$ cat config.mk
export PLATFORM = sky130hd
export DESIGN_NAME = io_input_port
export DESIGN_NICKNAME = d
export VERILOG_FILES = /design/src/rtl/io_input_port.sv
export SDC_FILE = /design/constraint.sdc
export NUM_CORES = 1
export LEC_CHECK = 0
export BUFFER_PORTS_ARGS = -buffer_cell sky130_fd_sc_hd__buf_2
export CAP_MARGIN = 20
export CORE_ASPECT_RATIO = 0.5
export CORE_MARGIN = 5
export CORE_UTILIZATION = 36
export CTS_CLUSTER_DIAMETER = 30
export DETAILED_ROUTE_END_ITERATION = 6
export GPL_TIMING_DRIVEN = 0
export PLACE_DENSITY = 0.59
export SLEW_MARGIN = 30
export SYNTH_ARGS = -nofsm -noshare
export SYNTH_HDL_FRONTEND = slang
export SYNTH_SLANG_ARGS = --single-unit
$ cat constraint.sdc
create_clock -name clk -period 6.8 [get_ports clk]
set_input_delay 0.34 -clock clk [delete_from_list [all_inputs] [get_ports clk]]
set_output_delay 0.34 -clock clk [all_outputs]
set_load 0.02 [all_outputs]
$ cat src/rtl/io_input_port.sv
// io_input_port: input-side memory-mapped peripheral for the board button and switches.
// Synchronises and debounces the raw pins, latches a sticky button-press flag that is
// cleared by a processor read, counts presses, and returns read data combinationally.
//
// Ports:
//   clk          system clock
//   reset        synchronous, active-high reset
//   button_raw   raw button pin (asynchronous to clk)
//   sw_raw       raw switch pins (asynchronous to clk)
//   a            processor byte address
//   re           processor read strobe, qualifies clear-on-read
//   rd           read data for a (combinational)
//   hit          a selects this peripheral (combinational)
//   button_level debounced logical button level, 1 = pressed
//   sw_level     debounced switch levels
module io_input_port #(
    parameter int unsigned DEBOUNCE_CYCLES = 500000,
    parameter int unsigned SW_WIDTH        = 8,
    parameter bit          BTN_ACTIVE_LOW  = 1'b1
) (
    input  logic                clk,
    input  logic                reset,
    input  logic                button_raw,
    input  logic [SW_WIDTH-1:0] sw_raw,
    input  logic [31:0]         a,
    input  logic                re,
    output logic [31:0]         rd,
    output logic                hit,
    output logic                button_level,
    output logic [SW_WIDTH-1:0] sw_level
);

    // Button occupies the top bit of the combined input vector.
    localparam int unsigned N     = SW_WIDTH + 1;
    localparam int unsigned BTN   = SW_WIDTH;
    localparam int unsigned CNT_W = (DEBOUNCE_CYCLES > 2) ? $clog2(DEBOUNCE_CYCLES) : 1;
    localparam logic [CNT_W-1:0] CNT_MAX = CNT_W'(DEBOUNCE_CYCLES - 1);

    localparam logic [31:0] ADDR_BTN = 32'hC000_0004;
    localparam logic [31:0] ADDR_SW  = 32'hC000_0008;
    localparam logic [31:0] ADDR_CNT = 32'hC000_000C;

    logic [N-1:0]     raw_vec;
    logic [N-1:0]     sync1;
    logic [N-1:0]     sync2;
    logic [N-1:0]     stable;
    logic [CNT_W-1:0] cnt [N];
    logic             pressed;
    logic [7:0]       press_cnt;
    logic             press_c;
    logic             clear_c;

    // Polarity-correct the button so every downstream bit is logical (1 = active).
    assign raw_vec = {button_raw ^ BTN_ACTIVE_LOW, sw_raw};

    // A press is the edge where the button debouncer commits a 0 -> 1 transition.
    always_comb begin
        press_c = (sync2[BTN] != stable[BTN]) && (cnt[BTN] == CNT_MAX) && sync2[BTN];
        clear_c = re && (a == ADDR_BTN);
    end

    // Two-flop synchronisers and per-input debounce counters.
    always_ff @(posedge clk) begin
        if (reset) begin
            sync1  <= '0;
            sync2  <= '0;
            stable <= '0;
            for (int i = 0; i < int'(N); i++) begin
                cnt[i] <= '0;
            end
        end else begin
            sync1 <= raw_vec;
            sync2 <= sync1;
            for (int i = 0; i < int'(N); i++) begin
                if (sync2[i] == stable[i]) begin
                    cnt[i] <= '0;
                end else if (cnt[i] == CNT_MAX) begin
                    stable[i] <= sync2[i];
                    cnt[i]    <= '0;
                end else begin
                    cnt[i] <= cnt[i] + CNT_W'(1);
                end
            end
        end
    end

    // Sticky press flag (set beats clear-on-read) and wrapping press counter.
    always_ff @(posedge clk) begin
        if (reset) begin
            pressed   <= 1'b0;
            press_cnt <= 8'd0;
        end else begin
            if (press_c) begin
                pressed   <= 1'b1;
                press_cnt <= press_cnt + 8'd1;
            end else if (clear_c) begin
                pressed <= 1'b0;
            end
        end
    end

    assign button_level = stable[BTN];
    assign sw_level     = stable[SW_WIDTH-1:0];

    // Combinational read map; rd reflects pressed before any clearing edge.
    always_comb begin
        rd  = 32'd0;
        hit = 1'b0;
        case (a)
            ADDR_BTN: begin
                hit = 1'b1;
                rd  = {30'd0, stable[BTN], pressed};
            end
            ADDR_SW: begin
                hit = 1'b1;
                rd  = 32'(stable[SW_WIDTH-1:0]);
            end
            ADDR_CNT: begin
                hit = 1'b1;
                rd  = {24'd0, press_cnt};
            end
            default: begin
                rd  = 32'd0;
                hit = 1'b0;
            end
        endcase
    end

endmodule

* Yosys cells after proc, flatten, opt, wreduce, memory -nomap -nowiden *
Memory sizes are Yosys's and may differ from the RTL's.
Index checks and enable logic that the tools add are counted.

word-level totals
  register bits after elaboration = 36
  memory bits (writable) = 171
  logic and storage cells = 229
  output and inout bits = 42
  bits of input ports = 44
  memories = 1

memory list
  name  words  bits a word  rd ports  clocked after memory_dff  wr ports  line  RTL
  cnt   9      19           9         0                         9         47    logic [CNT_W-1:0] cnt [N];

cells by class
  eq/ne operators = 22
  add/sub/neg operators = 10
  bitwise logic cells = 37
  reductions and logical operators = 14
  multiplexer cells = 132

operators by type and width
  operator                                                          count
  19-bit 2-to-1 mux                                                 27
  19-bit by 1-bit adder with 19-bit output (second input constant)  9
  19-bit == test (second input constant)                            9
  1-bit 2-to-1 mux                                                  104
  32-bit == test (second input constant)                            3
  1-bit OR                                                          27
  8-bit one-hot mux with 3 select lines                             1
  2-bit AND reduction                                               9
  1-bit NOT                                                         10
  1-bit == test                                                     9
  8-bit by 1-bit adder with 8-bit output (second input constant)    1
  1-bit logical AND                                                 3
  3-bit OR reduction                                                1
  2-bit nonzero test                                                1
  1-bit inequality test                                             1

* Longest topological paths before layout *
Gate-level depths: netlist (run 1).
An unclocked memory read counts as a cell.

  depth in word-level cells = 8
  gate-level depth with buffers = 7
  mapped depth without buffers = 5

* Least setup slack after synthesis (run 1) *
OpenSTA, ideal clock, no wires.

  path kind = reg-to-reg
  from = mem cnt[8][14] (netlist bit)
  to = mem cnt[8][10] (netlist bit) (data pin)
  setup slack = 4,584 ps
  arrival = 1,959 ps
  buffers on the path = 2
  cell stages (with the launch flop) = 7
  required time = 6,543 ps
  cells stage by stage = edfxtp_1 -> or4b_1 -> or3_1 -> buf_6 -> o21ai_2 -> buf_2 -> nor2_1

RTL lines
  element          line
  start, declared  47

==> results of run 1 <==
[how the worst max path moves through the flow]
| stage | endpoint | from | slack, ns | cells after the start |
|---|---|---|---|---|
| floorplan | cnt[8][10]$_SDFFCE_PN0P_ | cnt[8][14]$_SDFFCE_PN0P_ | 4.58 | 6 |
| global placement | cnt[3][12]$_SDFFCE_PN0P_ | cnt[3][4]$_SDFFCE_PN0P_ | 4.25 | 6 |
| detailed placement | cnt[3][7]$_SDFFCE_PN0P_ | cnt[3][4]$_SDFFCE_PN0P_ | 4.18 | 6 |
| CTS | cnt[8][11]$_SDFFCE_PN0P_ | cnt[8][12]$_SDFFCE_PN0P_ | 4.16 | 6 |
| global route | cnt[3][7]$_SDFFCE_PN0P_ | cnt[3][4]$_SDFFCE_PN0P_ | 3.88 | 6 |
| finish | cnt[3][7]$_SDFFCE_PN0P_ | cnt[3][4]$_SDFFCE_PN0P_ | 4.19 | 6 |
[layout make-up]
type | count | share of cell area (%)
Timing Repair Buffer | 61 | 2.204
Buffer | 58 | 2.382
Clock inverter | 25 | 1.556
Multi-Input combinational cell | 986 | 39.88
Sequential cell | 207 | 41.60
Inverter | 36 | 0.9600
Tap cell | 423 | 3.760
Clock buffer | 47 | 7.662
[layer usage]
layer / GRT usage, % / share of wire, % / up-vias
met4: 4.075 / 2.3 / 0
met2: 22.30 / 48 / 132
met5: 0 / 0 / -
met3: 2.821 / 4.1 / 44
met1: 16.48 / 45 / 4093
li1: - / - / 4442
[where the power goes]
part           switching (W)  internal (W)
clock               0.000652       0.00122
sequential         0.0000510       0.00142
combinational      0.0000838     0.0000590
total               0.000787       0.00270
[registers in the layout, indices dropped and copies added (netlist names)]
register,flops
pressed,1
stable,9
cnt,171
sync2,9
sync1,9
press_cnt,8
[metrics by stage]
| stage | instances | power (W) | utilization [%] | hold slack [ns] | setup slack (ns) |
|---|---|---|---|---|---|
| detailed placement | 1770 | 0.001638 | 41.84 | 0.4268 | 4.183 |
| global placement | 1770 | 0.001633 | 41.84 | 0.4220 | 4.247 |
| CTS | 1843 | 0.003536 | 46.13 | 0.01468 | 4.162 |
| finish | 1843 | 0.003487 | 46.13 | 0.03916 | 4.190 |
| global route | 1843 | 0.003640 | 46.13 | 0.03250 | 3.884 |
| floorplan | 1287 | 0.001594 | - | 0.4067 | 4.584 |
[timing repair]
item | in CTS | in global routing
buffers inserted | 0 | 0
hold endpoints to repair | 1 | 0
hold buffers | 1 | 0
[cells in the final DEF, fill, tap and decap left out, drive strengths merged, types with 3 or more instances in the layout]
master and count:
mux2i 7, or4b 6, buf 94, edfxtp 171, nand4 44, xor2 63, ha 10, and3 12
o21ai 31, nand4b 3, o21bai 3, nor2b 22, or4 38, inv 43, nor4 29, nand3 65
nor4bb 6, and4 21, dfxtp 36, nand2b 6, conb 195, nor3 17, a21oi 55, clkinv 12
xnor2 53, clkinvlp 4, mux2 8, nor2 158, o31ai 30, or2 6, nand2 55, clkbuf 71
or3 31, nor4b 4
[worst reg2reg max path: stages, from the launching register on]
cell	delay [ns]
edfxtp_1	0.33
clkbuf_1	0.27
and4_1	0.34
nand4_1	0.23
o21ai_1	0.62
clkbuf_1	0.44
nor2_1	0.11
[cells by family (layout without fill, tap and decap cells)]
| kind of cell | Yosys count | in the layout | share of synthesized area (%) |
|---|---|---|---|
| and+or+nand+nor | 525 | 525 | 25.14 |
| DFF | 207 | 207 | 52.21 |
| AOI/OAI and AO/OA | 125 | 125 | 6.783 |
| other | 2 | 195 | 0.06697 |
| adders and majority gates | 10 | 10 | 1.116 |
| xor gates and xnor gates | 116 | 116 | 9.060 |
| buffers and inverters | 94 | 227 | 4.195 |
| muxes | 15 | 15 | 1.428 |
==> results.yml, run 1 <==
outcome:
  status: "completed"
sta:
  finClkSkew_ns: 0.01087
  relSlewSlack_pct: 46.44
  drv_slew: 0
  max_slew.worst_pin.slew_ns: 0.8034
  max_freq_mhz: 383.2
  fin_crit_sh_pct: 38.38
  rsz0062_at_grt: "no"
  setup_tns_ns: 0
  finalSetupViolations: 0
  hold_viol_final: 0
  finalCriticalPeriod_ns: 2.610
place:
  buffer_ports.inserted: 60
  dp.final_hpwl_um: 16910
  placed_area_mm2: 0.01277
  gp_congestion: 0.8078
yosys:
  synthArstFlopShare_pct: 0
  synth_cell_types: 48
  ys_warn_count: 0
  ys_seq_area_share_pct: 52.21
  synth_seq_cells: 207
  synthFlopType: "edfxtp_1"
  syn_area_per_cell_um2: 10.25
  synth_cells: 1094
  synth_top_cell_by_area: "edfxtp_1"
  yosysTopAreaCellShare_pct: 45.79
  yosys.cell_count.top_type: "edfxtp_1"
  synth_commonest_cells: "edfxtp_1, nor2_1, nand3_1"
  synth_area_mm2: 0.01121
  ys_top_cells_by_area: "edfxtp_1, dfxtp_1, nor2_1"
  synth_edf_count: 171
floorplanning:
  die_x_um: 259.6
  fp.dieH_um: 134.8
  start_util_pct: 36.75
  coreArea_mm2: 0.03052
  ios: 86
  placement_rows: 45
  design.die.area_mm2: 0.03500
detailed_routing:
  first_iter_violations: 451
  vias: 8711
  routedWlPerCell_um: 12.47
  ant_nets: 0
  totalWireLength_um: 22970
  first_pass_iters: 5
  viasPerCell: 4.727
  drc_errors: 0
grt:
  overflow: 0
  antenna_found_initial: 0
  grt_usage_pct: 12.96
  grt_pass1_wl_um: 38480
  grt_max_degree: 11
  grt_pass1_vias: 8164
finish:
  layout.nets: 1443
  register_area_mm2: 0.005856
  area_growth_pct: 25.52
  diodes: 0
  multi_input_area_mm2: 0.005613
  layout-drive-gt1-share_pct: 12.82
  final_cell_area_mm2: 0.01408
  nFillCells: 2959
clock_tree:
  clk-insertion-delay-late_ns: 0.51
  cts_resized: 0
  clkTransAtPathRegs_ns: 0.05
  cts_tree: "built"
  cts_made_buffers: 39
  htreeDepth: 2
  cts_buffer_depth: 3
  clock-sinks: 207
  root_buffer: "clkbuf_16"
worst_setup_path:
  rrSetupSlack_ns: 4.19
  critPathBufInv: 2
  critPathMaxFanout: 10
  crit_type: "reg2reg"
  path_cells: "clkbuf_1 > and4_1 > nand4_1 > o21ai_1 > clkbuf_1 > nor2_1"
  cp_slowest_cell: "o21ai_1"
  rr_startpoint: "cnt[3][4]$_SDFFCE_PN0P_"
  crit_path_max_incr_delay_ns: 0.62
  crit_required_ns: 7.04
  end_kind: "register"
  r2r_end: "cnt[3][7]$_SDFFCE_PN0P_"
  cpMostUsedCell: "clkbuf_1"
  crit_path_start_kind: "register"
  cp_top_family: "buffers and inverters"
  r2r_cells: 6
  cp.arrival_ns: 2.85
hold_path:
  min_to: "sync1[0]$_SDFF_PP0_"
  whs_path_depth: 2
  hp-class: "in2reg"
  hp-start: "sw_raw[0]"
power:
  p_per_area_mw_per_mm2: 247.7
  vdd_drop_max_mv: 0.1507
  p_leak_nw: 5.041
job:
  drv_cap: 0
(Power assumes the default switching activity.)
==> inputs of run 2 (changes only) <==
--- a/config.mk
+++ b/config.mk
@@ -13,7 +13,7 @@
 export CTS_CLUSTER_DIAMETER = 30
 export DETAILED_ROUTE_END_ITERATION = 6
 export GPL_TIMING_DRIVEN = 0
-export PLACE_DENSITY = 0.59
+export PLACE_DENSITY = 0.61
 export SLEW_MARGIN = 30
 export SYNTH_ARGS = -nofsm -noshare
 export SYNTH_HDL_FRONTEND = slang
==> constraint.sdc (replaced) <==
create_clock -name clk -period 2.1 [get_ports clk]
set_input_delay 0.105 -clock clk [delete_from_list [all_inputs] [get_ports clk]]
set_output_delay 0.105 -clock clk [all_outputs]
set_load 0.02 [all_outputs]
==> run 2 against run 1 <==
  * Highest routed layer unchanged
  * Utilization grew 3.7 points
  * The run now ends with negative setup slack left
  * Critical endpoint is now cnt[2][18]$_SDFFCE_PN0P_
  * First-iteration DRC count grew 11%
  * Critical path type unchanged
  * Die area is the same
==> results.yml, run 2 (synthesis gave the netlist of run 1 again) <==
outcome:
  status: "finished with violations"
  failed_checks: "negative setup slack"
finish:
  largest_reg_flops: 171
  final_common_cell: "conb_1"
  layout.nets: 1505
  top_register: "cnt"
  area_growth_pct: 35.58
  diodes: 0
  layout-drive-gt1-share_pct: 21.79
  stdcell_count: 1905
  layout_common_cells: "conb_1, edfxtp_1, nor2_1, buf_4, nand3_1"
sta:
  finalSetupViolations: 65
  finalCriticalPeriod_ns: 2.245
  relSlewSlack_pct: 44.73
  setup_tns_ns: -5.135
  fin_crit_sh_pct: 106.9
  setup_slack_ns: -0.1447
  max_freq_mhz: 445.5
  hold_viol_final: 0
  drv_slew: 0
  rsz0062_at_grt: "yes"
  finClkSkew_ns: 0.02873
  max_slew.worst_pin.slew_ns: 0.8290
grt:
  overflow: 0
  grt_pass1_wl_um: 40320
  grt_pass1_vias: 8754
  grt_usage_pct: 13.62
  antenna_found_initial: 0
  grt_max_degree: 12
power:
  vdd_drop_max_mv: 0.4404
  p_int_w: 0.009153
  netSwitchingPower_w: 0.002614
  p_leak_nw: 5.563
  clkPwrFrac_pct: 54.5
  comb_power_share_pct: 5.0
  p_per_area_mw_per_mm2: 773.9
  p_seq_share_pct: 40.6
  p_sw_share_pct: 22.21
worst_setup_path:
  critPathMaxFanout: 6
  crit_path_start_kind: "register"
  crit_type: "reg2reg"
  cp.arrival_ns: 2.52
  crit_required_ns: 2.37
  end_kind: "register"
detailed_routing:
  drc_errors: 0
  routedWlPerCell_um: 13.00
  first_pass_iters: 5
  ant_nets: 0
  viasPerCell: 4.792
  totalWireLength_um: 24770
  first_iter_violations: 500
  vias: 9129
floorplanning:
  fp.dieH_um: 134.8
  design.die.area_mm2: 0.03500
  coreArea_mm2: 0.03052
  die_x_um: 259.6
  placement_rows: 45
  start_util_pct: 36.75
  ios: 86
clock_tree:
  clkTransAtPathRegs_ns: 0.05
  htreeDepth: 2
  clk-insertion-delay-late_ns: 0.53
  cts_buffer_depth: 3
  cts_tree: "built"
  cts_made_buffers: 39
  root_buffer: "clkbuf_16"
  clock-sinks: 207
hold_path:
  hp-class: "in2reg"
place:
  dp.cells: 1770
  buffer_ports.inserted: 60
  gp_congestion: 0.8222
  dp.final_hpwl_um: 16720
  pre_cts_slack_ns: -0.4876
job:
  drv_cap: 0
run 2: cell types whose count changed in the layout (fill, tap and decap cells not counted), sizes merged:
| cell | previous run | this run |
|---|---|---|
| inv | 43 | 40 |
| dlygate4sd3 | 1 | 11 |
| bufinv | 2 | 6 |
| clkbuf | 71 | 64 |
| clkinvlp | 4 | 3 |
| clkinv | 12 | 13 |
| buf | 94 | 152 |
run 2: path summary, 6_finish.rpt:
kind | start | to | slack [ns] | cells past startpoint
min | sw_raw[2] | sync1[2]$_SDFF_PP0_ | 0.32 | 3
max reg2reg | cnt[2][11]$_SDFFCE_PN0P_ | cnt[2][18]$_SDFFCE_PN0P_ | -0.14 | 5
max | cnt[2][11]$_SDFFCE_PN0P_ | cnt[2][18]$_SDFFCE_PN0P_ | -0.14 | 5
min reg2reg | sync1[8]$_SDFF_PP0_ | sync2[8]$_SDFF_PP0_ | 0.43 | 1
run 2: final cells by class:
class,instances,area (µm²)
Fill cell,2806,15310
Multi-Input combinational cell,986,6093
Sequential cell,207,5856
Clock buffer,46,1033
Timing Repair Buffer,129,892.1
Tap cell,423,529.3
Buffer,52,344.1
Clock inverter,26,321.6
Inverter,36,135.1
run 2: repair_timing:
item	4_1_cts	5_1_grt
setup endpoints to repair	152	146
gates cloned	3	0
hold buffers	11	0
gates resized for setup	77	58
pin swaps	23	26
buffers inserted	29	26
endpoints found under the hold margin	10	0
run 2: power groups by stage:
stage                     combinational, W  clock, W  sequential [W]
final                             0.000585   0.00641         0.00477
after global placement            0.000448         0         0.00484
after global routing              0.000654   0.00677         0.00479
after detailed placement          0.000455         0         0.00485
after CTS                         0.000536   0.00657         0.00477
after floorplan                   0.000357         0         0.00480
run 2: metal layers:
layer  routed length (µm)  track usage, %
met4                  513           4.661
met1                11150           17.24
met2                11950           23.24
met3                 1157           3.083
met5                    0               0
run 2: per-stage QoR:
| stage | hold WS, ns | cell area (µm²) | power, W | utilization, % |
|---|---|---|---|---|
| 2_1_floorplan | 0.1717 | 11980 | 0.005162 | - |
| 3_3_place_gp | 0.3082 | 12810 | 0.005291 | 41.97 |
| 3_5_place_dp | 0.3130 | 12810 | 0.005307 | 41.97 |
| 4_1_cts | 0.2877 | 14810 | 0.01188 | 48.52 |
| 5_1_grt | 0.3179 | 15200 | 0.01221 | 49.82 |
| 6_report | 0.3217 | 15200 | 0.01177 | 49.82 |
run 2: critical path, stage by stage (launching register included):
cell and delay [ns]:
edfxtp_1 0.40, or4b_4 0.55, or4_4 0.55, o21ai_4 0.26, buf_6 0.19, a21oi_2 0.04
